**config.mk**
```make
export PLATFORM = sky130hd
export DESIGN_NAME = dsp_mac_sequencer_flat
export DESIGN_NICKNAME = d
export VERILOG_FILES = /design/src/rtl/dsp_ctrl_pkg.sv /design/src/rtl/dsp_mac_sequencer_if.sv /design/src/rtl/dsp_seq_counter.sv /design/src/rtl/dsp_mac_sequencer.sv /design/src/flat_wrapper.sv
export SDC_FILE = /design/constraint.sdc
export NUM_CORES = 1
export LEC_CHECK = 0
export ABC_AREA = 1
export ABC_CLOCK_PERIOD_IN_PS = 2600
export CORE_AREA = 2 2 69 71
export CTS_CLUSTER_SIZE = 8
export DETAILED_ROUTE_END_ITERATION = 6
export DIE_AREA = 0 0 71 73
export SLEW_MARGIN = 10
export SYNTH_ARGS = -nofsm -noshare
export SYNTH_HDL_FRONTEND = slang
export SYNTH_SLANG_ARGS = --single-unit
```
**constraint.sdc**
```tcl
create_clock -name clk -period 2.6 [get_ports clk]
set_input_delay 0.78 -clock clk [delete_from_list [all_inputs] [get_ports clk]]
set_output_delay 0.78 -clock clk [all_outputs]
set_load 0.005 [all_outputs]
```
**src/rtl/dsp_ctrl_pkg.sv**
```systemverilog
// Shared constants and types for the DSP48A1 post-adder sequencer.
package dsp_ctrl_pkg;

    localparam logic [1:0] X_SEL_ZERO = 2'b00;
    localparam logic [1:0] X_SEL_PROD = 2'b01;

    localparam logic [1:0] Z_SEL_ZERO = 2'b00;
    localparam logic [1:0] Z_SEL_PFB  = 2'b01;
    localparam logic [1:0] Z_SEL_C    = 2'b10;

    typedef enum logic [2:0] {
        ST_IDLE  = 3'd0,
        ST_CLEAR = 3'd1,
        ST_ACCUM = 3'd2,
        ST_DRAIN = 3'd3,
        ST_DONE  = 3'd4
    } seq_state_e;

    typedef struct packed {
        logic sub;
        logic init_c;
        logic rnd;
    } job_cfg_t;

endpackage

```
**src/rtl/dsp_mac_sequencer_if.sv**
```systemverilog
// Job, sample and result handshakes between a sample source and the sequencer.
interface dsp_mac_sequencer_if #(
    parameter int unsigned LEN_W = 8
);
    logic             job_valid;
    logic             job_ready;
    logic [LEN_W-1:0] job_len;
    logic             job_sub;
    logic             job_init_c;
    logic             job_rnd;
    logic             sample_valid;
    logic             sample_ready;
    logic             result_valid;
    logic             result_ready;

    modport master (
        output job_valid, job_len, job_sub, job_init_c, job_rnd,
        output sample_valid, result_ready,
        input  job_ready, sample_ready, result_valid
    );

    modport slave (
        input  job_valid, job_len, job_sub, job_init_c, job_rnd,
        input  sample_valid, result_ready,
        output job_ready, sample_ready, result_valid
    );
endinterface

```
**src/rtl/dsp_seq_counter.sv**
```systemverilog
// Loadable down-counter with zero/one flags; saturates at zero.
module dsp_seq_counter #(
    parameter int unsigned W = 8
) (
    input  logic         clk,
    input  logic         rst_n,
    input  logic         load,
    input  logic [W-1:0] load_val,
    input  logic         dec,
    output logic         is_zero,
    output logic         is_one
);
    logic [W-1:0] value;

    always_ff @(posedge clk) begin
        if (!rst_n) begin
            value <= '0;
        end else if (load) begin
            value <= load_val;
        end else if (dec && (value != '0)) begin
            value <= value - W'(1);
        end
    end

    assign is_zero = (value == '0);
    assign is_one  = (value == W'(1));
endmodule

```
**src/rtl/dsp_mac_sequencer.sv**
```systemverilog
// Sequences the DSP48A1 post-adder through N-sample multiply-accumulate jobs.
module dsp_mac_sequencer
    import dsp_ctrl_pkg::*;
#(
    parameter int unsigned LEN_W = 8,
    parameter int unsigned P_LAT = 1
) (
    input  logic                 clk,
    input  logic                 rst_n,
    input  logic                 abort,
    dsp_mac_sequencer_if.slave   bus,
    output logic [1:0]           mux_X_sel,
    output logic [1:0]           mux_Z_sel,
    output logic                 add_sub_sel,
    output logic                 cin,
    output logic                 ce_carry,
    output logic                 ce_out,
    output logic                 rst_carry_o,
    output logic                 rst_out_o
);
    localparam int unsigned DLY_W = (P_LAT > 1) ? $clog2(P_LAT) : 1;

    seq_state_e state, state_nxt;
    job_cfg_t   cfg;
    logic       first;
    logic       abort_pend;
    logic       job_take, accept, drain_load;
    logic       cnt_zero, cnt_one, drain_zero, drain_one;

    assign job_take   = (state == ST_IDLE) && bus.job_valid;
    assign accept     = (state == ST_ACCUM) && bus.sample_valid;
    assign drain_load = (state_nxt == ST_DRAIN) && (state != ST_DRAIN);

    dsp_seq_counter #(.W(LEN_W)) u_cnt (
        .clk      (clk),
        .rst_n    (rst_n),
        .load     (job_take),
        .load_val (LEN_W'(bus.job_len)),
        .dec      (accept),
        .is_zero  (cnt_zero),
        .is_one   (cnt_one)
    );

    dsp_seq_counter #(.W(DLY_W)) u_drain (
        .clk      (clk),
        .rst_n    (rst_n),
        .load     (drain_load),
        .load_val (DLY_W'(P_LAT - 1)),
        .dec      (state == ST_DRAIN),
        .is_zero  (drain_zero),
        .is_one   (drain_one)
    );

    always_ff @(posedge clk) begin
        if (!rst_n) state <= ST_IDLE;
        else        state <= state_nxt;
    end

    // Job fields, first-sample flag and the abort-return marker for CLEAR.
    always_ff @(posedge clk) begin
        if (!rst_n) begin
            cfg        <= '0;
            first      <= 1'b0;
            abort_pend <= 1'b0;
        end else begin
            if (job_take) begin
                cfg   <= '{sub: bus.job_sub, init_c: bus.job_init_c, rnd: bus.job_rnd};
                first <= 1'b1;
            end else if (accept) begin
                first <= 1'b0;
            end
            if (abort && (state != ST_IDLE)) abort_pend <= 1'b1;
            else if (state == ST_CLEAR)      abort_pend <= 1'b0;
        end
    end

    always_comb begin
        state_nxt        = state;
        bus.job_ready    = 1'b0;
        bus.sample_ready = 1'b0;
        bus.result_valid = 1'b0;
        mux_X_sel        = X_SEL_ZERO;
        mux_Z_sel        = Z_SEL_ZERO;
        add_sub_sel      = 1'b0;
        cin              = 1'b0;
        ce_carry         = 1'b0;
        ce_out           = 1'b0;
        rst_carry_o      = 1'b0;
        rst_out_o        = 1'b0;
        case (state)
            ST_IDLE: begin
                bus.job_ready = 1'b1;
                if (bus.job_valid) state_nxt = ST_CLEAR;
            end
            ST_CLEAR: begin
                rst_out_o   = 1'b1;
                rst_carry_o = 1'b1;
                if (abort_pend)     state_nxt = ST_IDLE;
                else if (!cnt_zero) state_nxt = ST_ACCUM;
                else                state_nxt = (P_LAT == 1) ? ST_DONE : ST_DRAIN;
            end
            ST_ACCUM: begin
                bus.sample_ready = 1'b1;
                mux_X_sel        = X_SEL_PROD;
                add_sub_sel      = cfg.sub;
                mux_Z_sel        = first ? (cfg.init_c ? Z_SEL_C : Z_SEL_ZERO) : Z_SEL_PFB;
                cin              = first & cfg.rnd;
                ce_out           = bus.sample_valid;
                ce_carry         = bus.sample_valid;
                if (accept && cnt_one) state_nxt = (P_LAT == 1) ? ST_DONE : ST_DRAIN;
            end
            ST_DRAIN: begin
                if (drain_one || drain_zero) state_nxt = ST_DONE;
            end
            ST_DONE: begin
                bus.result_valid = 1'b1;
                if (bus.result_ready) state_nxt = ST_IDLE;
            end
            default: state_nxt = ST_IDLE;
        endcase
        // Abort overrides everything outside IDLE, including result_ready in DONE.
        if (abort && (state != ST_IDLE)) state_nxt = ST_CLEAR;
    end
endmodule

```
**src/flat_wrapper.sv**
```systemverilog
// flat-port wrapper written by rule: the top's interface ports become plain ports
module dsp_mac_sequencer_flat import dsp_ctrl_pkg::*;
#(
    parameter int unsigned LEN_W = 8,
    parameter int unsigned P_LAT = 1
)
  (clk, rst_n, abort, mux_X_sel, mux_Z_sel, add_sub_sel, cin, ce_carry, ce_out, rst_carry_o, rst_out_o, bus_job_valid, bus_job_len, bus_job_sub, bus_job_init_c, bus_job_rnd, bus_sample_valid, bus_result_ready, bus_job_ready, bus_sample_ready, bus_result_valid);
  dsp_mac_sequencer_if #(.LEN_W(LEN_W)) bus_i ();
  input  logic clk;
  input  logic rst_n;
  input  logic abort;
  output logic [1:0] mux_X_sel;
  output logic [1:0] mux_Z_sel;
  output logic add_sub_sel;
  output logic cin;
  output logic ce_carry;
  output logic ce_out;
  output logic rst_carry_o;
  output logic rst_out_o;
  input wire logic [$bits(bus_i.job_valid)-1:0] bus_job_valid;
  input wire logic [$bits(bus_i.job_len)-1:0] bus_job_len;
  input wire logic [$bits(bus_i.job_sub)-1:0] bus_job_sub;
  input wire logic [$bits(bus_i.job_init_c)-1:0] bus_job_init_c;
  input wire logic [$bits(bus_i.job_rnd)-1:0] bus_job_rnd;
  input wire logic [$bits(bus_i.sample_valid)-1:0] bus_sample_valid;
  input wire logic [$bits(bus_i.result_ready)-1:0] bus_result_ready;
  output wire logic [$bits(bus_i.job_ready)-1:0] bus_job_ready;
  output wire logic [$bits(bus_i.sample_ready)-1:0] bus_sample_ready;
  output wire logic [$bits(bus_i.result_valid)-1:0] bus_result_valid;
  assign bus_i.job_valid = bus_job_valid;
  assign bus_i.job_len = bus_job_len;
  assign bus_i.job_sub = bus_job_sub;
  assign bus_i.job_init_c = bus_job_init_c;
  assign bus_i.job_rnd = bus_job_rnd;
  assign bus_i.sample_valid = bus_sample_valid;
  assign bus_i.result_ready = bus_result_ready;
  assign bus_job_ready = bus_i.job_ready;
  assign bus_sample_ready = bus_i.sample_ready;
  assign bus_result_valid = bus_i.result_valid;
  dsp_mac_sequencer #(.LEN_W(LEN_W), .P_LAT(P_LAT)) u_core (.clk(clk), .rst_n(rst_n), .abort(abort), .bus(bus_i), .mux_X_sel(mux_X_sel), .mux_Z_sel(mux_Z_sel), .add_sub_sel(add_sub_sel), .cin(cin), .ce_carry(ce_carry), .ce_out(ce_out), .rst_carry_o(rst_carry_o), .rst_out_o(rst_out_o));
endmodule
```
==> reports/results.ini <==
[clocking]
cts_hold_buf=0
cts_buffers=3
clock_path_buffers=2
post_cts_buffers=0
cts_tree=done
clock-sinks=16
htree_levels=1
clkLatencyLatePin_ns=0.25
ctsResizeCount=3
clockRootBuffer=clkbuf_8
clkTransAtPathRegs_ns=0.06

[floorplan]
start_util_pct=23.3
rows=25
chipHeight_um=73
die_w_um=71
ios=30
core_um2=4540
die_area_um2=5180

[sta]
fmax_mhz=399
rsz0062_at_grt=no
setup_viol=0
period_needed_ns=2.50
hold_viol_final=0
fin_skew_ns=0.00374
slew_viol_final=0
fin_crit_sh_pct=96.3
fin_tns_setup_ns=0

[global_routing]
grt_max_degree=20
grt_pass1_vias=953
grt_pass1_wl_um=4000
antenna_found_initial=0
overflow=0
grt_usage_pct=9.93

[logic_synthesis]
yosysSeqAreaShare_pct=30.3
yosys.area_share.simple_pct=36.3
synth.avg_cell_area_um2=6.82
synth.top_cell.area_share_pct=30.3
synth-xor-area-share_pct=0
synthAdderAreaFrac_pct=2.37
ys_top_cells_by_area=dfxtp_1 30%, nand2_1 8.9%, inv_1 7.8%
ys_warn_count=0
synth_cell_type_count=28
synth_area_um2=1060
ys_seq_elements=16
syn_inst=155
yosysTopAreaCell=dfxtp_1
synth.area.mux_share_pct=0
synth_top_family_by_area=simple AND/OR/NAND/NOR gates
synth_compound_area_share_pct=15.6
synth_nets=174

[critical_path]
cp_data_arrival_time_ns=1.72
required_ns=1.82
startpoint_type=input port
r2r_slack_ns=1.08
setup.worst_path.end=ce_out
crit_family=buffers and inverters
worst_path_max_delay_cell=clkdlybuf4s50_1
rr_endpoint=u_core.u_cnt.value[3]
path_buf_inv=3
max_stage_delay_ns=0.50
crit_cells=4
cp-startpoint=bus_sample_valid
path_cells=clkdlybuf4s50_1 > inv_2 > nor2_8 > dlygate4sd2_1
cp_max_fo=3
criticalPathCategory=in -> out
reg2reg_from=u_core.u_cnt.value[0]
reg2reg_depth=10
critPathCaptureType=primary output

[power]
seqPwrFrac_pct=26.8
power_report.internal_total_w=0.000852
power.density_nw_per_um2=1120
combPwrFrac_pct=61.3
switching_power_w=0.000737
power_frac_clock_pct=11.9
ir_drop_uv=263
power_leakage_nw=0.621
swShare_pct=46.4

[finish]
layout_commonest_cell=clkdlybuf4s50_1
fill_cells=520
layout.nets=204
fin_util_pct=31.2
mostFrequentLayoutCells=26 x clkdlybuf4s50_1, 25 x nand2_1, 21 x inv_1
fin_cells=237
antenna_cells=0
drive_gt1_share_pct=13.1
syn2layout_area_growth_pct=34.0
fin_area_um2=1420

[drt]
drc_errors=0
firstDrtPassIters=4
vias=1019
wl_per_cell_um=9.66
antenna_left=0
drt_iter0_markers=39
vias_per_cell=4.30
wl_um=2290

[placed_design]
placed_area_um2=1380
port_buffers=28
dpl.hpwl_um=1860
place_congestion=0.795
dp_cells=234

[hold_path]
hp-class=reg -> reg

[job]
drv_cap=0

[status]
status=finished clean

==> cell type report <==
| class | count | area, um2 | share of cell area, % |
|---|---|---|---|
| Timing Repair Buffer | 32 | 308 | 21.7 |
| Tap cell | 54 | 67.6 | 4.77 |
| Clock buffer | 3 | 41.3 | 2.92 |
| Inverter | 27 | 101 | 7.16 |
| Sequential cell | 16 | 320 | 22.6 |
| Multi-Input combinational cell | 105 | 578 | 40.8 |
==> metal layers <==
| metal | vias up | part of all wire [%] | routed length [um] | GRT usage [%] |
|---|---|---|---|---|
| met1 | 446 | 44 | 1000 | 10.8 |
| met2 | 24 | 49 | 1130 | 17.4 |
| met4 | 0 | 2.6 | 59 | 6.29 |
| li1 | 544 | - | - | - |
| met5 | - | 0 | 0 | 0 |
| met3 | 5 | 4.3 | 99 | 2.21 |
==> state kept, by name, indices dropped and copies added (netlist names) <==
register and cells:
u_core.abort_pend 1, u_core.u_cnt.value 8, u_core.state 3, u_core.cfg 3, u_core.first 1
==> cells in the mapped netlist, drive strengths merged <==
library cell / number
nor2: 20
ha: 2
nand4: 2
inv: 27
nand3: 15
dfxtp: 16
conb: 1
a21oi: 12
o21bai: 1
or2: 2
a21boi: 1
o21ai: 15
nand2: 29
nor3: 3
buf: 7
o21a: 2
==> worst min-delay path, cell delays in order (launching register included) <==
cell and delay (ns):
dfxtp_1 0.30, inv_1 0.06, a21oi_1 0.05
==> stage by stage <==
stage               total power, W  worst slack, ns  hold WS (ns)
floorplan                  0.00118            0.679         0.429
global placement           0.00142           -0.198         0.436
detailed placement         0.00143           -0.203         0.450
CTS                        0.00162           0.0845         0.459
global route               0.00177           0.0481         0.482
finish                     0.00159           0.0967         0.454
==> worst min-delay path by stage <==
stage                            endpoint  cells after the start                   from
global placement            u_core.cfg[2]                      2          u_core.cfg[2]
floorplan                   u_core.cfg[2]                      2          u_core.cfg[2]
finish                      u_core.cfg[1]                      2          u_core.cfg[1]
CTS                         u_core.cfg[1]                      2          u_core.cfg[1]
global route        u_core.u_cnt.value[7]                      2  u_core.u_cnt.value[7]
detailed placement          u_core.cfg[1]                      2          u_core.cfg[1]
==> power groups by stage <==
stage	Sequential (W)	Combinational [W]	Clock (W)
6_report	0.000426	0.000974	0.000189
5_1_grt	0.000440	0.00113	0.000200
4_1_cts	0.000427	0.000994	0.000196
3_5_place_dp	0.000432	0.000993	0
2_1_floorplan	0.000415	0.000765	0
3_3_place_gp	0.000430	0.000987	0
==> cells by family (layout without fill, tap and decap cells) <==
kind of cell | Yosys count | after routing
compound gates | 31 | 31
flops | 16 | 16
buf+inv | 34 | 62
fa+ha+maj | 2 | 2
simple gates | 71 | 71
other cells | 1 | 1
Note: power is estimated with default switching activity, not from simulation.
